==> src/rtl/mem_seq_pkg.sv <==
// Shared FSM state encoding and default geometry for the mem_seq controller.
package mem_seq_pkg;

  localparam int DATA_WIDTH_DEF = 4;
  localparam int ADDR_BITS_DEF  = 3;

  typedef enum logic [2:0] {
    IDLE  = 3'd0,
    WRITE = 3'd1,
    READ  = 3'd2,
    CAPT  = 3'd3,
    RESP  = 3'd4,
    CLEAR = 3'd5
  } state_e;

endpackage

==> src/rtl/mem_seq.sv <==
// Request sequencer for reg_mem: 1-cycle writes, reads respond 3 cycles after accept,
// RESP holds until rsp_ready; clr_start zeroes all words (one word per cycle).
module mem_seq
  import mem_seq_pkg::*;
#(
  parameter int DATA_WIDTH = DATA_WIDTH_DEF,
  parameter int ADDR_BITS  = ADDR_BITS_DEF
) (
  input  logic                  clk,
  input  logic                  rst,
  input  logic                  req_valid,
  output logic                  req_ready,
  input  logic                  req_write,
  input  logic [ADDR_BITS-1:0]  req_addr,
  input  logic [DATA_WIDTH-1:0] req_data,
  output logic                  wr_ack,
  output logic                  rsp_valid,
  input  logic                  rsp_ready,
  output logic [DATA_WIDTH-1:0] rsp_data,
  input  logic                  clr_start,
  output logic                  clr_done,
  output logic                  busy,
  output logic [ADDR_BITS-1:0]  mem_addr,
  output logic [DATA_WIDTH-1:0] mem_din,
  output logic                  mem_wen,
  input  logic [DATA_WIDTH-1:0] mem_dout
);

  state_e                state_q, state_d;
  logic [ADDR_BITS-1:0]  cnt_q, cnt_d;
  logic [ADDR_BITS-1:0]  addr_q, addr_d;
  logic [DATA_WIDTH-1:0] data_q, data_d;
  logic                  write_q, write_d;
  logic [DATA_WIDTH-1:0] rsp_data_q, rsp_data_d;

  always_ff @(posedge clk or posedge rst) begin
    if (rst) begin
      state_q    <= IDLE;
      cnt_q      <= '0;
      addr_q     <= '0;
      data_q     <= '0;
      write_q    <= 1'b0;
      rsp_data_q <= '0;
    end else begin
      state_q    <= state_d;
      cnt_q      <= cnt_d;
      addr_q     <= addr_d;
      data_q     <= data_d;
      write_q    <= write_d;
      rsp_data_q <= rsp_data_d;
    end
  end

  always_comb begin
    state_d    = state_q;
    cnt_d      = cnt_q;
    addr_d     = addr_q;
    data_d     = data_q;
    write_d    = write_q;
    rsp_data_d = rsp_data_q;
    req_ready  = 1'b0;
    wr_ack     = 1'b0;
    rsp_valid  = 1'b0;
    clr_done   = 1'b0;
    mem_wen    = 1'b0;
    mem_addr   = '0;
    mem_din    = '0;

    unique case (state_q)
      IDLE: begin
        // Reset already forces state IDLE, so ready must also be masked by rst.
        req_ready = !clr_start && !rst;
        if (clr_start) begin
          state_d = CLEAR;
          cnt_d   = '0;
        end else if (req_valid && req_ready) begin
          addr_d  = req_addr;
          data_d  = req_data;
          write_d = req_write;
          state_d = req_write ? WRITE : READ;
        end
      end
      WRITE: begin
        mem_wen  = 1'b1;
        mem_addr = addr_q;
        mem_din  = data_q;
        wr_ack   = 1'b1;
        state_d  = IDLE;
      end
      READ: begin
        mem_addr = addr_q;
        state_d  = CAPT;
      end
      CAPT: begin
        rsp_data_d = mem_dout;
        state_d    = RESP;
      end
      RESP: begin
        rsp_valid = 1'b1;
        if (rsp_ready) state_d = IDLE;
      end
      CLEAR: begin
        mem_wen  = 1'b1;
        mem_addr = cnt_q;
        cnt_d    = cnt_q + 1'b1;
        if (cnt_q == '1) begin
          clr_done = 1'b1;
          state_d  = IDLE;
        end
      end
      default: state_d = IDLE;
    endcase
  end

  assign busy     = (state_q != IDLE);
  assign rsp_data = rsp_data_q;

endmodule

==> config.mk <==
export PLATFORM = sky130hd
export DESIGN_NAME = mem_seq
export DESIGN_NICKNAME = d
export VERILOG_FILES = /design/src/rtl/mem_seq_pkg.sv /design/src/rtl/mem_seq.sv
export SDC_FILE = /design/constraint.sdc
export NUM_CORES = 1
export LEC_CHECK = 0
export CORE_MARGIN = 3
export CORE_UTILIZATION = 60
export DETAILED_ROUTE_END_ITERATION = 7
export DONT_BUFFER_PORTS = 1
export GPL_TIMING_DRIVEN = 0
export MAX_ROUTING_LAYER = met4
export PLACE_DENSITY = 0.79
export SETUP_SLACK_MARGIN = 0.3
export SLEW_MARGIN = 30
export SYNTH_ARGS = -nofsm -noshare
export SYNTH_HDL_FRONTEND = slang
export SYNTH_SLANG_ARGS = --single-unit
==> constraint.sdc <==
create_clock -name clk -period 1.6 [get_ports clk]
set_input_delay 0.48 -clock clk [delete_from_list [all_inputs] [get_ports clk]]
set_output_delay 0.48 -clock clk [all_outputs]
set_load 0.1 [all_outputs]
==> metrics.txt, run 1 <==
largest net degree at the start of global routing 19; Synth async-reset ratio 100%; Synth Area in Adders 2.62%; largest family of logic cells by synthesized area multiplexers; Log Error [ERROR DPL-0038] Utilization greater than 100%, impossible to legalize; yosys synthesis warning count 0; multiplexer share of the synthesized area 19.9%; Yosys top cell by area dfrtp_1; simple-gate share of the synthesized area 18.6%; IO Count 34; Mapped Area 955 sq um; Post-Syn Nets 102; cts bufs inserted 3; width of the die 45.9 um; Worst EP kind output port; status did not finish; routability cong. 0.778; H-tree lvl count 1; synthesized area per cell 11.5 sq um; Synth cell types 29; hpwl dp 1450 um; post-synth top area share 44.6%; Hold Buf Count CTS 0; clk buf depth 2; DP Area 1090 sq um; CTS root buf clkbuf_4; Crit. endpoint post-GRT repair mem_din[2]; Vert. Die Dim 45.9 um; port buffer count 0; Failed at global routing; post-synthesis compound-gate area fraction 9.44%; Syn Inst Count 83; most numerous cell in the Yosys netlist dfrtp_1; synth top area cells dfrtp_1, mux2_4, mux2_2; Yosys reg bits 17; dominant synthesized flop cell dfrtp_1; initial core utilization 68.2%; Post-synth EDFFs 0; Synth top cells by count dfrtp_1, mux2_4, and2_1, nor2_1; Core Rows 13; XOR/XNOR Fraction of Synth Area 0%; Sink Count 17; share of the yosys chip area belonging to registers 44.6%
[stage by stage]
| step | instances | util (%) | setup TNS (ps) | hold slack, ps | setup slack (ps) |
|---|---|---|---|---|---|
| floorplan | 83 | - | -5350 | 318 | -547 |
| global placement | 98 | 76.2 | -6500 | 355 | -652 |
| CTS | 113 | 91.5 | -9300 | 35.9 | -850 |
| detailed placement | 98 | 77.8 | -6210 | 356 | -633 |
[cell families after synthesis]
logic type | after synthesis
and+or+nand+nor | 28
DFF | 17
muxes | 15
AOI/OAI and AO/OA | 13
buffers and inverters | 8
adders and majority gates | 2
[timing repair]
action,in CTS
endpoints found under the hold margin,0
setup buffers,11
pin swaps,13
endpoints found under the setup margin,29
resized for setup,21
==> run 2: changes to the inputs <==
==> config.mk (replaced) <==
export PLATFORM = sky130hd
export DESIGN_NAME = mem_seq
export DESIGN_NICKNAME = d
export VERILOG_FILES = /design/src/rtl/mem_seq_pkg.sv /design/src/rtl/mem_seq.sv
export SDC_FILE = /design/constraint.sdc
export NUM_CORES = 1
export LEC_CHECK = 0
export CORE_AREA = 3 3 64 66
export DETAILED_ROUTE_END_ITERATION = 7
export DIE_AREA = 0 0 67 69
export DONT_BUFFER_PORTS = 1
export GPL_TIMING_DRIVEN = 0
export PLACE_DENSITY_LB_ADDON = 0.15
export SLEW_MARGIN = 30
export SYNTH_ARGS = -nofsm -noshare
export SYNTH_HDL_FRONTEND = slang
export SYNTH_SLANG_ARGS = --single-unit
==> metrics.txt, run 2 <==
Vias 678; XOR/XNOR Fraction of Synth Area 0% (unchanged); CTS root buf clkbuf_8 (was clkbuf_4); cts bufs inserted 3 (unchanged); synthesized area per cell 11.5 sq um (unchanged); multiplexer share of the synthesized area 19.9% (unchanged); Vias/cell 4.74; Worst-path clk slew 70 ps; Min-Delay Path Class input pin to async pin; Critical Path RT 1120 ps; met3 WL 172 um; Sum Neg Setup Slack -7320 ps; post-synth top area share 44.6% (unchanged); layout cells sized above 1 55.8%; max cap viols 0; number of global-route vias before repair 731; unrepaired setup endpoints after global routing true; synth top area cells dfrtp_1, mux2_4, mux2_2 (unchanged); Fill cells 380; RR Startpoint state_q[0]$_DFFE_PP0P_; M1 WL 1010 um; Synth async-reset ratio 100% (unchanged); Multi-input gate area 576 sq um; Synth Area in Adders 2.62% (unchanged); Storage cell area 433 sq um; clk buf depth 2 (unchanged); Max Fclk 427 MHz; DR pass1 iterations 4; critical-path maximum fanout 5; Post-synth EDFFs 0 (unchanged); Worst Setup SP state_q[1]$_DFFE_PP0P_; DP Worst Slack -663 ps (was -633 ps); R2R depth 5; CTS tree yes; setup violators final 16; post-route ant nets 0; Final Hold Vio Count 0; Yosys reg bits 17 (unchanged); DRC viols 0; port buffer count 0 (unchanged); met2 WL 1080 um; hpwl dp 1560 um (was 1450 um); routability cong. 0.748 (was 0.778); die area 4620 sq um; Mapped Area 955 sq um (unchanged); Core Rows 22 (was 13); fin crit share 147%; simple-gate share of the synthesized area 18.6% (unchanged); All-Layer GR Usage 11.4%; initial detailed-routing violation count 44; largest net degree at the start of global routing 19; commonest cells after routing, fill and taps aside dfrtp_1, buf_4, mux2_4, and2_4, dfrtp_2; crit start category register; wire length of the first global-routing pass 3930 um; Vert. Die Dim 69 um (was 45.9 um); crit path time final 2340 ps; width of the die 67 um (was 45.9 um); synth-to-layout area growth 33.8%; wire per inst 16.0 um; worst-margin pin slew 1040 ps; post-synthesis compound-gate area fraction 9.44% (unchanged); critical path capture point type primary output; Clock Skews 5.96 ps; status finished with violations (was did not finish); largest family of logic cells by synthesized area multiplexers (unchanged); initial core utilization 26.3% (was 68.2%); dominant synthesized flop cell dfrtp_1 (unchanged); Post-Syn Nets 102 (unchanged); crit path kind register to primary output; initial antenna violation count 0; worst reg2reg setup slack -110 ps; Relative slew margins 30.8%; violated checks negative setup slack; yosys synthesis warning count 0 (unchanged); Syn Inst Count 83 (unchanged); grt total ovfl 0; Max Slew Vio Count 0; FF-to-FF End cnt_q[1]$_DFFE_PP0P_; Synth top cells by count dfrtp_1, mux2_4, and2_1, nor2_1 (unchanged); share of the yosys chip area belonging to registers 44.6% (unchanged); Synth cell types 29 (unchanged); most numerous cell in the Yosys netlist dfrtp_1 (unchanged); # diodes 0; worst-skew pair later-pin latency 260 ps; IO Count 34 (unchanged); Sink Count 17 (unchanged); max layer used met4; Yosys top cell by area dfrtp_1 (unchanged); commonest non-fill, non-tap cell in the layout dfrtp_1; H-tree lvl count 1 (unchanged); nets 115; final WL 2300 um; Final Worst Setup Slack -745 ps; CORE AREA 3630 sq um; hold_ws 72.7 ps; Worst EP arrival 1860 ps
[run 2: final cells by class]
class / instances / share of cell area [%]
Inverter: 3 / 1.47
Sequential cell: 17 / 33.9
Timing Repair Buffer: 10 / 6.46
Clock buffer: 3 / 3.23
Clock inverter: 1 / 0.392
Multi-Input combinational cell: 58 / 45.1
Buffer: 3 / 4.80
Tap cell: 48 / 4.70
[run 2: critical path: stages, from the launching register on]
cell	delay (ps)
dfrtp_1	390
nand2b_4	170
nor2_4	570
and2_4	470
[run 2: worst max path at each step]
| stage | to | slack (ps) | cells past startpoint |
|---|---|---|---|
| after global placement | mem_addr[0] | -710 | 3 |
| final | mem_din[0] | -740 | 3 |
| after floorplan | mem_din[0] | -550 | 4 |
| after CTS | mem_din[0] | -810 | 4 |
| after detailed placement | mem_din[0] | -660 | 3 |
| after global routing | mem_din[0] | -820 | 3 |
[run 2: repair_timing]
item / 4_1_cts / 5_1_grt
buffers inserted: 9 / 1
hold buffers: 0 / 0
pin swaps: 12 / 6
resized for setup: 13 / 4
setup endpoints to repair: 21 / 23
[run 2: cells by family after synthesis]
logic type,after synthesis
simple gates,28
flops,17
mux,15
compound gates,13
buf+inv,8
fa+ha+maj,2
[run 2: metal layers]
layer / global-route usage (%) / up-vias
met4: 4.05 / 0
met3: 5.05 / 4
met5: 0 / -
li1: - / 321
met2: 16.2 / 18
met1: 15.2 / 335
[run 2: metrics by stage]
stage          cells  util, %  area (sq um)
2_1_floorplan     83        -          1040
3_3_place_gp     131     30.3          1100
3_5_place_dp     131     31.0          1120
4_1_cts          144     35.2          1280
5_1_grt          143     35.2          1280
6_report         143     35.2          1280
Power of run 2 is not shown: default switching activity piles up to over one toggle a cycle in this logic, so the estimate is an artifact.
